File: src/rtl/writeback_unit_if.sv
// Execute / data-memory / register-file signal bundle for the writeback stage.
// The unit takes the slave view; execute, memory and the register file take the master view.
interface writeback_unit_if;
  logic        ex_valid;
  logic        ex_ready;
  logic        ex_reg_write;
  logic        ex_is_load;
  logic [4:0]  ex_rd;
  logic [31:0] ex_alu_result;
  logic [2:0]  ex_load_funct3;
  logic [1:0]  ex_addr_lo;
  logic        mem_ready;
  logic [31:0] mem_rdata;
  logic        reg_write;
  logic [4:0]  write_index;
  logic [31:0] write_data;
  logic        pending_valid;
  logic [4:0]  pending_rd;
  logic        load_fault;

  modport slave (
    input  ex_valid, ex_reg_write, ex_is_load, ex_rd, ex_alu_result,
           ex_load_funct3, ex_addr_lo, mem_ready, mem_rdata,
    output ex_ready, reg_write, write_index, write_data,
           pending_valid, pending_rd, load_fault
  );

  modport master (
    output ex_valid, ex_reg_write, ex_is_load, ex_rd, ex_alu_result,
           ex_load_funct3, ex_addr_lo, mem_ready, mem_rdata,
    input  ex_ready, reg_write, write_index, write_data,
           pending_valid, pending_rd, load_fault
  );
endinterface

File: src/rtl/writeback_unit.sv
// Final pipeline stage: registers ALU results and extracted load data into the
// register-file write port, and aborts loads whose memory response never arrives.
//
// state    | meaning
// IDLE     | accepting instructions from execute
// WAIT_MEM | load outstanding, waiting for mem_ready or timeout
module writeback_unit #(
  parameter int TIMEOUT_CYCLES = 64
) (
  input logic       CLK,
  input logic       nRST,
  writeback_unit_if.slave wb
);

  localparam logic [0:0] IDLE     = 1'b0;
  localparam logic [0:0] WAIT_MEM = 1'b1;
  localparam logic [7:0] CNT_LAST = 8'(TIMEOUT_CYCLES - 1);

  logic [0:0]  state;
  logic [7:0]  cnt;
  logic [4:0]  lat_rd;
  logic [2:0]  lat_f3;
  logic [1:0]  lat_lo;
  logic        lat_en;
  logic [7:0]  byte_v;
  logic [15:0] half_v;
  logic [31:0] load_data;

  assign wb.ex_ready      = (state == IDLE);
  assign wb.pending_valid = (state == WAIT_MEM);
  assign wb.pending_rd    = (state == WAIT_MEM) ? lat_rd : 5'd0;

  always_comb begin
    byte_v    = 8'd0;
    half_v    = wb.mem_rdata[15:0];
    load_data = wb.mem_rdata;
    case (lat_lo)
      2'd0: byte_v = wb.mem_rdata[7:0];
      2'd1: byte_v = wb.mem_rdata[15:8];
      2'd2: byte_v = wb.mem_rdata[23:16];
      2'd3: byte_v = wb.mem_rdata[31:24];
      default: byte_v = 8'd0;
    endcase
    if (lat_lo[1]) half_v = wb.mem_rdata[31:16];
    // Undefined funct3 encodings fall through to a plain word load.
    case (lat_f3)
      3'b000: load_data = {{24{byte_v[7]}}, byte_v};
      3'b001: load_data = {{16{half_v[15]}}, half_v};
      3'b100: load_data = {24'd0, byte_v};
      3'b101: load_data = {16'd0, half_v};
      default: load_data = wb.mem_rdata;
    endcase
  end

  always_ff @(posedge CLK) begin
    if (!nRST) begin
      state          <= IDLE;
      cnt            <= 8'd0;
      lat_rd         <= 5'd0;
      lat_f3         <= 3'd0;
      lat_lo         <= 2'd0;
      lat_en         <= 1'b0;
      wb.reg_write   <= 1'b0;
      wb.write_index <= 5'd0;
      wb.write_data  <= 32'd0;
      wb.load_fault  <= 1'b0;
    end else begin
      wb.reg_write  <= 1'b0;
      wb.load_fault <= 1'b0;
      case (state)
        IDLE: begin
          if (wb.ex_valid) begin
            if (wb.ex_is_load) begin
              lat_rd <= wb.ex_rd;
              lat_f3 <= wb.ex_load_funct3;
              lat_lo <= wb.ex_addr_lo;
              lat_en <= wb.ex_reg_write && (wb.ex_rd != 5'd0);
              cnt    <= 8'd0;
              state  <= WAIT_MEM;
            end else begin
              wb.reg_write   <= wb.ex_reg_write && (wb.ex_rd != 5'd0);
              wb.write_index <= wb.ex_rd;
              wb.write_data  <= wb.ex_alu_result;
            end
          end
        end
        WAIT_MEM: begin
          // A response on the final counted cycle still completes normally.
          if (wb.mem_ready) begin
            wb.reg_write   <= lat_en;
            wb.write_index <= lat_rd;
            wb.write_data  <= load_data;
            cnt            <= 8'd0;
            state          <= IDLE;
          end else if (cnt == CNT_LAST) begin
            wb.load_fault <= 1'b1;
            cnt           <= 8'd0;
            state         <= IDLE;
          end else begin
            cnt <= cnt + 8'd1;
          end
        end
        default: state <= IDLE;
      endcase
    end
  end

endmodule

File: src/flat_wrapper.sv
// flat-port wrapper written by rule: the top's interface ports become plain ports
module writeback_unit_flat 
#(
  parameter int TIMEOUT_CYCLES = 64
)
  (CLK, nRST, wb_ex_valid, wb_ex_reg_write, wb_ex_is_load, wb_ex_rd, wb_ex_alu_result, wb_ex_load_funct3, wb_ex_addr_lo, wb_mem_ready, wb_mem_rdata, wb_ex_ready, wb_reg_write, wb_write_index, wb_write_data, wb_pending_valid, wb_pending_rd, wb_load_fault);
  writeback_unit_if wb_i ();
  input logic CLK;
  input logic nRST;
  input wire logic [$bits(wb_i.ex_valid)-1:0] wb_ex_valid;
  input wire logic [$bits(wb_i.ex_reg_write)-1:0] wb_ex_reg_write;
  input wire logic [$bits(wb_i.ex_is_load)-1:0] wb_ex_is_load;
  input wire logic [$bits(wb_i.ex_rd)-1:0] wb_ex_rd;
  input wire logic [$bits(wb_i.ex_alu_result)-1:0] wb_ex_alu_result;
  input wire logic [$bits(wb_i.ex_load_funct3)-1:0] wb_ex_load_funct3;
  input wire logic [$bits(wb_i.ex_addr_lo)-1:0] wb_ex_addr_lo;
  input wire logic [$bits(wb_i.mem_ready)-1:0] wb_mem_ready;
  input wire logic [$bits(wb_i.mem_rdata)-1:0] wb_mem_rdata;
  output wire logic [$bits(wb_i.ex_ready)-1:0] wb_ex_ready;
  output wire logic [$bits(wb_i.reg_write)-1:0] wb_reg_write;
  output wire logic [$bits(wb_i.write_index)-1:0] wb_write_index;
  output wire logic [$bits(wb_i.write_data)-1:0] wb_write_data;
  output wire logic [$bits(wb_i.pending_valid)-1:0] wb_pending_valid;
  output wire logic [$bits(wb_i.pending_rd)-1:0] wb_pending_rd;
  output wire logic [$bits(wb_i.load_fault)-1:0] wb_load_fault;
  assign wb_i.ex_valid = wb_ex_valid;
  assign wb_i.ex_reg_write = wb_ex_reg_write;
  assign wb_i.ex_is_load = wb_ex_is_load;
  assign wb_i.ex_rd = wb_ex_rd;
  assign wb_i.ex_alu_result = wb_ex_alu_result;
  assign wb_i.ex_load_funct3 = wb_ex_load_funct3;
  assign wb_i.ex_addr_lo = wb_ex_addr_lo;
  assign wb_i.mem_ready = wb_mem_ready;
  assign wb_i.mem_rdata = wb_mem_rdata;
  assign wb_ex_ready = wb_i.ex_ready;
  assign wb_reg_write = wb_i.reg_write;
  assign wb_write_index = wb_i.write_index;
  assign wb_write_data = wb_i.write_data;
  assign wb_pending_valid = wb_i.pending_valid;
  assign wb_pending_rd = wb_i.pending_rd;
  assign wb_load_fault = wb_i.load_fault;
  writeback_unit #(.TIMEOUT_CYCLES(TIMEOUT_CYCLES)) u_core (.CLK(CLK), .nRST(nRST), .wb(wb_i));
endmodule
File: config.mk
export PLATFORM = sky130hd
export DESIGN_NAME = writeback_unit_flat
export DESIGN_NICKNAME = d
export VERILOG_FILES = /design/src/rtl/writeback_unit_if.sv /design/src/rtl/writeback_unit.sv /design/src/flat_wrapper.sv
export SDC_FILE = /design/constraint.sdc
export NUM_CORES = 1
export LEC_CHECK = 0
export BUFFER_PORTS_ARGS = -buffer_cell sky130_fd_sc_hd__buf_2
export CAP_MARGIN = 5
export CORE_MARGIN = 2
export CORE_UTILIZATION = 52
export CTS_CLUSTER_SIZE = 12
export DETAILED_ROUTE_END_ITERATION = 16
export GPL_TIMING_DRIVEN = 0
export PLACE_DENSITY = 0.85
export SLEW_MARGIN = 10
export SYNTH_ARGS = -nofsm -noshare
export SYNTH_HDL_FRONTEND = slang
export SYNTH_SLANG_ARGS = --single-unit
File: constraint.sdc
create_clock -name CLK -period 4.5 [get_ports CLK]
set_clock_uncertainty 0.2 [all_clocks]
set_input_delay 0.45 -clock CLK [delete_from_list [all_inputs] [get_ports CLK]]
set_output_delay 0.45 -clock CLK [all_outputs]
set_load 0.01 [all_outputs]
==> flow_metrics.tcl, run 1 <==
set metrics [dict create \
    required_ns 3.85 \
    final_common_cell "buf_2" \
    clock_latency_ns 0.34 \
    ios 126 \
    syn_nets 435 \
    drc_errors 0 \
    outcome "completed" \
    irDropWorstVdd_v 0.000217 \
    ys_seq_area_share_pct 37.7 \
    row_count 28 \
    ant_nets 0 \
    cts_hold_buf 0 \
    syn_avg_cell_area_um2 8.84 \
    grt_pass1_vias 3280 \
    wl_per_cell_um 17.1 \
    antenna_found_initial 0 \
    clock_sinks 59 \
    timing.final.crit_period_ns 2.26 \
    drive_gt1_share_pct 33.5 \
    ys_async_sr_fraction_pct 0 \
    gp_congestion 0.924 \
    hold_viol 0 \
    cts_buffers 9 \
    synth_edf_count 0 \
    end_kind "primary output" \
    yosysWarnings 0 \
    layout.cells.non_filler 570 \
    holdPathEnd "u_core.lat_lo[0]$_SDFFE_PN0P_" \
    layout_setup_ws_ns 2.24 \
    num_vias 3438 \
    reg2regPathDepth 4 \
    area_growth_pct 29.8 \
    core_area_um2 5890 \
    dp_slack_ns 2.48 \
    rsz0062_at_grt "false" \
    cts_max_level 3 \
    path_clk_slew_ns 0.07 \
    cts_tree "yes" \
    overflow 0 \
    synthesis.area_um2 3130 \
    fin_crit_sh_pct 50.2 \
    synth_cell_type_count 47 \
    die_w_um 81.6 \
    dp_cells 554 \
    ctsLongestPathBuffers 2 \
    crit_arrival_ns 1.61 \
    ys.flop_type "dfxtp_1" \
    power_density_nw_per_um2 331 \
    r2r_setup_slack_ns 2.56 \
    first_pass_iters 5 \
    holdCritStartpoint "wb_ex_addr_lo[0]" \
    crit_type "flip-flop to primary output" \
    worst_pin_slew_ns 0.808 \
    fmax_mhz 443 \
    io_buffers 125 \
    mostFrequentLayoutCells "buf_2 (128), dfxtp_1 (59), o21ai_0 (29)" \
    holdWs_ns 0.148 \
    min_path_cells 3 \
    hpwl_um 7340 \
    antenna_cells 0 \
    die_h_um 81.6 \
    cp-start-kind "flip-flop" \
    cts_setup_buffers 0 \
    yosys_register_bits 59 \
    setup_viol 0 \
    reg2reg_from "u_core.wb.pending_valid$_SDFF_PN0_" \
    drt_iter0_drc 198 \
    max_slew_margin_pct 46.0 \
    drv_cap 0 \
    finalPower_mw 1.35 \
    grt_max_degree 11 \
    start_util_pct 53.2 \
    leakagePower_nw 1.81 \
    maxSlewViolCount 0 \
    die-area_um2 6660 \
    nNetsFinal 571 \
    syn_inst 354 \
    grt_pass1_wl_um 15200 \
    avgViaCountPerCell 6.03 \
    hold_path.class "input port to flip-flop" \
    post_cts_resized 0 \
    cp_max_fo 10 \
    root_buffer "clkbuf_8" \
    regToRegEndpoint "u_core.wb.write_data[4]$_SDFFE_PN0P_" \
    routed_wirelength_um 9760 \
    grt.total_usage_pct 29.9 \
    tns_ns 0 \
]
==> flip-flops by register name, indices dropped and copies added (netlist names), 2 cells and up <==
register	flops
u_core.wb.write_index	5
u_core.cnt	8
u_core.wb.write_data	32
u_core.lat_f3	3
u_core.lat_lo	2
u_core.lat_rd	5
==> final cells by class <==
cell class	count	area, µm²
fillers	492	1820
well taps	75	93.8
clock inverters	4	47.5
inverters	10	37.5
plain buffers	28	176
multi-input cells	257	1740
clock buffers	12	165
repair buffers	125	626
flip-flops and latches	59	1180
==> worst max-delay path by stage <==
stage	depth (start not counted)	start	endpoint	slack (ns)
6_report	3	u_core.wb.pending_valid$_SDFF_PN0_	wb_pending_rd[1]	2.24
2_1_floorplan	6	wb_ex_is_load	u_core.wb.write_index[0]$_SDFFE_PN0P_	2.69
3_3_place_gp	5	wb_mem_rdata[23]	u_core.wb.write_data[22]$_SDFFE_PN0P_	2.48
5_1_grt	3	u_core.wb.pending_valid$_SDFF_PN0_	wb_pending_rd[0]	2.13
3_5_place_dp	5	wb_mem_rdata[23]	u_core.wb.write_data[22]$_SDFFE_PN0P_	2.48
4_1_cts	3	u_core.wb.pending_valid$_SDFF_PN0_	wb_pending_rd[1]	2.23
==> critical path: stages, from the launching register on <==
cell and delay (ns):
dfxtp_1 0.44, clkbuf_1 0.46, and2_1 0.23, buf_2 0.14
==> synthesized netlist by cell type, types with 3 or more instances <==
cell | n | area share [%]
dfxtp_1 | 59 | 38
o21ai_0 | 29 | 4.6
nand2_1 | 24 | 2.9
nor2_1 | 24 | 2.9
mux2i_1 | 23 | 7.4
a221oi_1 | 22 | 6.2
o21ai_1 | 20 | 3.2
a21oi_1 | 15 | 2.4
clkbuf_1 | 15 | 1.8
a22o_1 | 9 | 2.5
a22oi_1 | 9 | 2.2
inv_1 | 9 | 1.1
buf_6 | 8 | 2.9
o211ai_1 | 8 | 1.9
and2_1 | 7 | 1.4
a31oi_1 | 6 | 1.2
a32oi_1 | 6 | 1.7
nand3_1 | 6 | 0.96
a221o_1 | 5 | 1.6
o21ai_2 | 5 | 1.4
nand3b_1 | 4 | 0.96
and3_1 | 3 | 0.60
buf_2 | 3 | 0.48
nand2b_1 | 3 | 0.60
or3_1 | 3 | 0.60
==> power by group <==
group	switching, mW	internal [mW]	total (mW)
Sequential	0.0180	0.554	0.572
Combinational	0.142	0.113	0.255
Clock	0.219	0.299	0.518
Total	0.379	0.966	1.35
==> through the flow <==
step	util (%)	instance area (µm²)
finish	69.0	4060
global route	69.0	4060
CTS	69.0	4060
detailed placement	65.4	3850
global placement	65.4	3850
floorplan	-	3130
==> kinds of logic after synthesis <==
family | Yosys count | share of synthesized area, %
AO/OA/AOI/OAI | 144 | 32.3
AND/OR/NAND/NOR | 86 | 13.5
flip-flops | 59 | 37.7
buffers and inverters | 38 | 6.83
multiplexers | 26 | 9.15
adder cells (fa/ha/maj) | 1 | 0.400
==> layer usage <==
layer	up-vias	track usage, %	wire length, µm
li1	1624	-	-
met5	-	0	0
met1	1609	36.3	3960
met4	0	14.0	238
met2	179	49.8	4620
met3	26	7.47	947
No activity file was read; power rests on OpenSTA's default activity.
==> run 2: changes to the inputs <==
--- a/config.mk
+++ b/config.mk
@@ -5,14 +5,15 @@
 export SDC_FILE = /design/constraint.sdc
 export NUM_CORES = 1
 export LEC_CHECK = 0
+export ABC_AREA = 1
 export BUFFER_PORTS_ARGS = -buffer_cell sky130_fd_sc_hd__buf_2
 export CAP_MARGIN = 5
 export CORE_MARGIN = 2
-export CORE_UTILIZATION = 52
+export CORE_UTILIZATION = 45
 export CTS_CLUSTER_SIZE = 12
 export DETAILED_ROUTE_END_ITERATION = 16
 export GPL_TIMING_DRIVEN = 0
-export PLACE_DENSITY = 0.85
+export PLACE_DENSITY = 0.77
 export SLEW_MARGIN = 10
 export SYNTH_ARGS = -nofsm -noshare
 export SYNTH_HDL_FRONTEND = slang
==> constraint.sdc (replaced) <==
create_clock -name CLK -period 1.9 [get_ports CLK]
set_clock_uncertainty 0.2 [all_clocks]
set_input_delay 0.19 -clock CLK [delete_from_list [all_inputs] [get_ports CLK]]
set_output_delay 0.19 -clock CLK [all_outputs]
set_load 0.01 [all_outputs]
==> flow_metrics.tcl, run 2 <==
set metrics [dict create \
    violations "negative hold slack" \
    yosys.area_share.simple_pct 25.2 \
    yosysMostFrequentCell "nand2_1" \
    first_pass_iters 5 \
    max_slew_margin_pct 66.1 \
    clock_latency_ns 0.35 \
    end_kind "primary output" \
    synthesis.area_um2 3350 \
    cts_buffers 9 \
    grtUsageMet1_pct 33.7 \
    cts_max_level 3 \
    cpPeakStageDelay_ns 0.43 \
    busiest_layer "met2" \
    crit_type "flip-flop to primary output" \
    yosysWarnings 0 \
    leakagePower_nw 2.30 \
    synth_mux_area_share_pct 0 \
    antenna_found_initial 0 \
    rsz0062_at_grt "true" \
    antenna_cells 0 \
    root_buffer "clkbuf_8" \
    path_clk_slew_ns 0.07 \
    path_cells "buf_6 -> buf_4 -> nand2_1 -> inv_2 -> buf_2" \
    clock_sinks 59 \
    ys_seq_area_share_pct 35.2 \
    hold_viol 1 \
    yosysTopAreaCellShare_pct 35.2 \
    avgViaCountPerCell 5.21 \
    synth_cell_type_count 35 \
    synth_compound_area_share_pct 28.3 \
    syn_nets 555 \
    mostFrequentLayoutCells "buf_2 (136), nand2_1 (100), a21oi_1 (61)" \
    yosys_register_bits 59 \
    tns_ns 0 \
    grt.total_usage_pct 27.9 \
    dp_cells 698 \
    maxSlewViolCount 0 \
    cts_tree "yes" \
    yosys-top-cells-area "dfxtp_1 (35%), nand2_1 (12%), a21oi_1 (9.1%)" \
    ios 126 \
    grt_pass1_wl_um 18300 \
    syn_avg_cell_area_um2 7.07 \
    drc_errors 0 \
    die_h_um 90.3 \
    routed_wirelength_um 11300 \
    largest_reg_flops 32 \
    top_register "u_core.wb.write_data" \
    top_regs "u_core.wb.write_data: 32 flops, u_core.cnt: 8 flops" \
    overflow 0 \
    ctsLongestPathBuffers 2 \
    row_count 31 \
    grt_pass1_vias 3851 \
    nNetsFinal 737 \
    synth.top_cells.by_count "nand2_1 (103), a21oi_1 (61), dfxtp_1 (59), o21ai_0 (44), inv_1 (34)" \
    area_growth_pct 42.6 \
    cp_max_fo 10 \
    cp-start-kind "flip-flop" \
    drv_cap 0 \
    synth_top_family_by_area "compound AO/OA/AOI/OAI gates" \
    slowest_stage "dfxtp_1" \
    outcome "finished, violations left" \
    syn_inst 474 \
    wl_per_cell_um 14.9 \
    synth_edf_count 0 \
    core_area_um2 7250 \
    grt_use_met3_pct 6.84 \
    ys_async_sr_fraction_pct 0 \
    timing.final.crit_period_ns 1.83 \
    layout_setup_ws_ns 0.0691 \
    setup_viol 0 \
    gp_congestion 0.866 \
    die_w_um 90.3 \
    required_ns 1.51 \
    start_util_pct 46.2 \
    num_vias 3957 \
    ant_nets 0 \
    fin_crit_sh_pct 96.4 \
    io_buffers 125 \
    synthXorXnorAreaFrac_pct 0.522 \
    hpwl_um 8030 \
    drt_iter0_drc 211 \
    grtUsageMet2_pct 48.7 \
    fmax_mhz 546 \
    layout.cells.non_filler 759 \
    worst_pin_slew_ns 0.506 \
    yosysTopAreaCell "dfxtp_1" \
    power_density_nw_per_um2 710 \
    hold_path.class "input port to flip-flop" \
    grt_max_degree 20 \
    die-area_um2 8160 \
    irDropWorstVdd_v 0.000371 \
    ys.flop_type "dfxtp_1" \
    final_common_cell "buf_2" \
    holdWs_ns -0.00371 \
    synth_fa_ha_area_share_pct 0.373 \
    drive_gt1_share_pct 33.5 \
    crit_arrival_ns 1.44 \
    dp_slack_ns 0.103 \
]
run 2: cell types whose count changed after synthesis, moves of 21 or more:
cell / change
a221oi_1: -22
inv_1: +25
nand2_1: +79
a21oi_1: +46
mux2i_1: -23
nand3_1: +21
run 2: cell type report:
| class | instances | area (µm²) |
|---|---|---|
| clock buffer | 13 | 159 |
| multi-input combinational | 342 | 1830 |
| fill | 623 | 2470 |
| clock inverter | 2 | 35.0 |
| inverter | 42 | 158 |
| sequential | 59 | 1180 |
| timing repair buffer | 172 | 1090 |
| buffer | 30 | 199 |
| tap | 99 | 124 |
run 2: worst paths after layout:
check	end	slack [ns]	from	depth (start not counted)
worst max register to register	u_core.wb.load_fault$_SDFF_PP0_	0.12	u_core.cnt[1]$_SDFFE_PN0P_	6
worst min-delay path	u_core.wb.write_data[29]$_SDFFE_PN0P_	-0.004	wb_ex_alu_result[29]	5
worst min register to register	u_core.lat_rd[2]$_SDFFE_PN0P_	0.27	u_core.lat_rd[2]$_SDFFE_PN0P_	2
worst max-delay path	wb_pending_rd[3]	0.07	u_core.wb.pending_valid$_SDFF_PN0_	5
run 2: worst max-delay path: cells and delay by family, from the launching register on:
kind / cells / cell delay, ns
DFF: 1 / 0.43
and+or+nand+nor: 1 / 0.09
buffers and inverters: 4 / 0.57
run 2: cells by family (layout without fill, tap and decap cells):
family / Yosys count / after routing
xor gates and xnor gates: 2 / 2
AOI/OAI and AO/OA: 164 / 164
buffers and inverters: 73 / 259
and+or+nand+nor: 175 / 175
adders and majority gates: 1 / 1
DFF: 59 / 59
run 2: per-stage QoR:
step                power (mW)  area [µm²]  utilization [%]
floorplan                 1.88        3350                -
global placement          2.15        4100             56.6
detailed placement        2.16        4100             56.6
CTS                       3.39        4760             65.6
global route              3.56        4780             65.9
finish                    3.39        4780             65.9
run 2: timing repair:
item                                    in CTS  in global routing
hold buffers                                46                  0
endpoints found under the setup margin       3                 33
resized for setup                            2                  7
endpoints found under the hold margin       46                  0
pin swaps                                    0                  1
buffers inserted                             0                  1
run 2: power by group:
part | switching, mW | leakage [nW] | internal (mW) | total, mW
Combinational | 0.486 | 1.72 | 0.367 | 0.854
Clock | 0.494 | 0.0995 | 0.669 | 1.16
Sequential | 0.0505 | 0.485 | 1.33 | 1.38
Total | 1.03 | 2.30 | 2.36 | 3.39
run 2: layer usage:
layer | vias to the layer above | part of all wire (%)
met5 | - | 0
met4 | 0 | 2.1
met2 | 187 | 49
met3 | 21 | 7.9
li1 | 1953 | -
met1 | 1796 | 41
==> run 3: changes to the inputs <==
--- a/config.mk
+++ b/config.mk
@@ -14,6 +14,7 @@
 export DETAILED_ROUTE_END_ITERATION = 16
 export GPL_TIMING_DRIVEN = 0
 export PLACE_DENSITY = 0.77
+export REMOVE_ABC_BUFFERS = 1
 export SLEW_MARGIN = 10
 export SYNTH_ARGS = -nofsm -noshare
 export SYNTH_HDL_FRONTEND = slang
==> flow_metrics.tcl, run 3 (same netlist as run 2, synthesis figures left out) <==
set metrics [dict create \
    nNetsFinal 714 \
    die_h_um 90.3 \
    root_buffer "clkbuf_8" \
    grt_pass1_wl_um 17400 \
    top_regs "u_core.wb.write_data: 32 flops, u_core.cnt: 8 flops" \
    io_buffers 125 \
    crit_type "flip-flop to flip-flop" \
    area_growth_pct 40.5 \
    start_util_pct 46.2 \
    first_pass_iters 5 \
    power_density_nw_per_um2 719 \
    slowest_stage "dfxtp_4" \
    cpPeakStageDelay_ns 0.44 \
    avgViaCountPerCell 5.25 \
    ctsLongestPathBuffers 2 \
    irDropWorstVdd_v 0.000449 \
    grt_max_degree 50 \
    grt_pass1_vias 3677 \
    drv_cap 0 \
    hold_path.class "input port to flip-flop" \
    clock_latency_ns 0.34 \
    crit_arrival_ns 1.86 \
    drc_errors 0 \
    path_cells "inv_8 -> nand3b_1 -> buf_4 -> or2_2 -> a21oi_1" \
    ios 126 \
    hold_viol 0 \
    worst_pin_slew_ns 0.822 \
    die_w_um 90.3 \
    routed_wirelength_um 10900 \
    top_register "u_core.wb.write_data" \
    cp-start-kind "flip-flop" \
    tns_ns 0 \
    drt_iter0_drc 225 \
    drive_gt1_share_pct 33.2 \
    fillers 634 \
    antenna_found_initial 0 \
    clock_sinks 59 \
    maxSlewViolCount 0 \
    overflow 0 \
    antenna_cells 0 \
    rsz0062_at_grt "false" \
    core_area_um2 7250 \
    grt.total_usage_pct 26.1 \
    num_vias 3871 \
    timing.final.crit_period_ns 1.80 \
    outcome "completed" \
    mostFrequentLayoutCells "buf_2 (125), nand2_1 (101), a21oi_1 (61)" \
    ant_nets 0 \
    cts_buffers 9 \
    max_slew_margin_pct 45.2 \
    fin_crit_sh_pct 95.0 \
    cts_max_level 3 \
    path_clk_slew_ns 0.07 \
    final_common_cell "buf_2" \
    cts_tree "yes" \
    die-area_um2 8160 \
    gp_congestion 0.861 \
    fmax_mhz 554 \
    holdWs_ns 0.0196 \
    leakagePower_nw 2.23 \
    cp_max_fo 29 \
    setup_viol 0 \
    end_kind "flip-flop" \
    hpwl_um 6730 \
    largest_reg_flops 32 \
    wl_per_cell_um 14.8 \
    required_ns 1.96 \
    row_count 31 \
]
## run 3: cell count changes in the layout (fill, tap and decap cells not counted), sizes merged
cell and delta:
buf -17, clkbuf -12, clkinvlp +4, nand4 +2
nand2 +1
## run 3: cell type report
cell class / count / area (µm²) / share of cell area, %
clock inverters: 6 / 65.1 / 1.38
well taps: 99 / 124 / 2.63
clock buffers: 10 / 138 / 2.92
multi-input cells: 345 / 1880 / 40.0
flip-flops and latches: 59 / 1190 / 25.3
inverters: 42 / 168 / 3.56
repair buffers: 176 / 1140 / 24.2
## run 3: final timing paths
kind	start	end	slack, ns	cells after the start
hold / removal	wb_mem_rdata[6]	u_core.wb.write_data[6]$_SDFFE_PN0P_	0.02	5
setup reg to reg	u_core.wb.pending_valid$_SDFF_PN0_	u_core.wb.reg_write$_SDFF_PN0_	0.1	5
hold reg to reg	u_core.lat_rd[4]$_SDFFE_PN0P_	u_core.lat_rd[4]$_SDFFE_PN0P_	0.27	2
setup / recovery	u_core.wb.pending_valid$_SDFF_PN0_	u_core.wb.reg_write$_SDFF_PN0_	0.1	5
## run 3: critical path: cells and delay by family (launching register included)
kind / cells / cell delay (ns)
AOI/OAI and AO/OA: 1 / 0.15
buffers and inverters: 2 / 0.44
and+or+nand+nor: 2 / 0.49
DFF: 1 / 0.44
## run 3: per-layer routing
metal,vias to the layer above,global-route usage (%),wire [µm]
li1,1925,-,-
met1,1733,31.7,4650
met2,187,44.8,5160
met3,26,6.68,758
met4,0,9.36,309
met5,-,0,0
## run 3: repair_timing
action,CTS,global route
endpoints found under the setup margin,66,34
gates cloned,2,1
pin swaps,2,0
resized for setup,11,6
hold buffers,46,0
hold endpoints to repair,49,0
setup buffers,4,0
## run 3: stage by stage
step	area, µm²	power, mW	utilization, %	worst slack (ns)	std cells
final	4710	3.39	64.9	0.0955	737
after global routing	4710	3.54	64.9	0.0124	737
after CTS	4690	3.38	64.6	0.0371	736
after detailed placement	3940	2.10	54.3	-1.81	668
after global placement	3910	2.08	53.9	-2.74	667
after floorplan	3160	1.82	-	-1.42	443
## run 3: report_power, final
part           leakage, nW  internal [mW]  switching (mW)
Clock               0.0905          0.638           0.549
Sequential           0.487           1.32          0.0738
Combinational         1.65          0.345           0.459
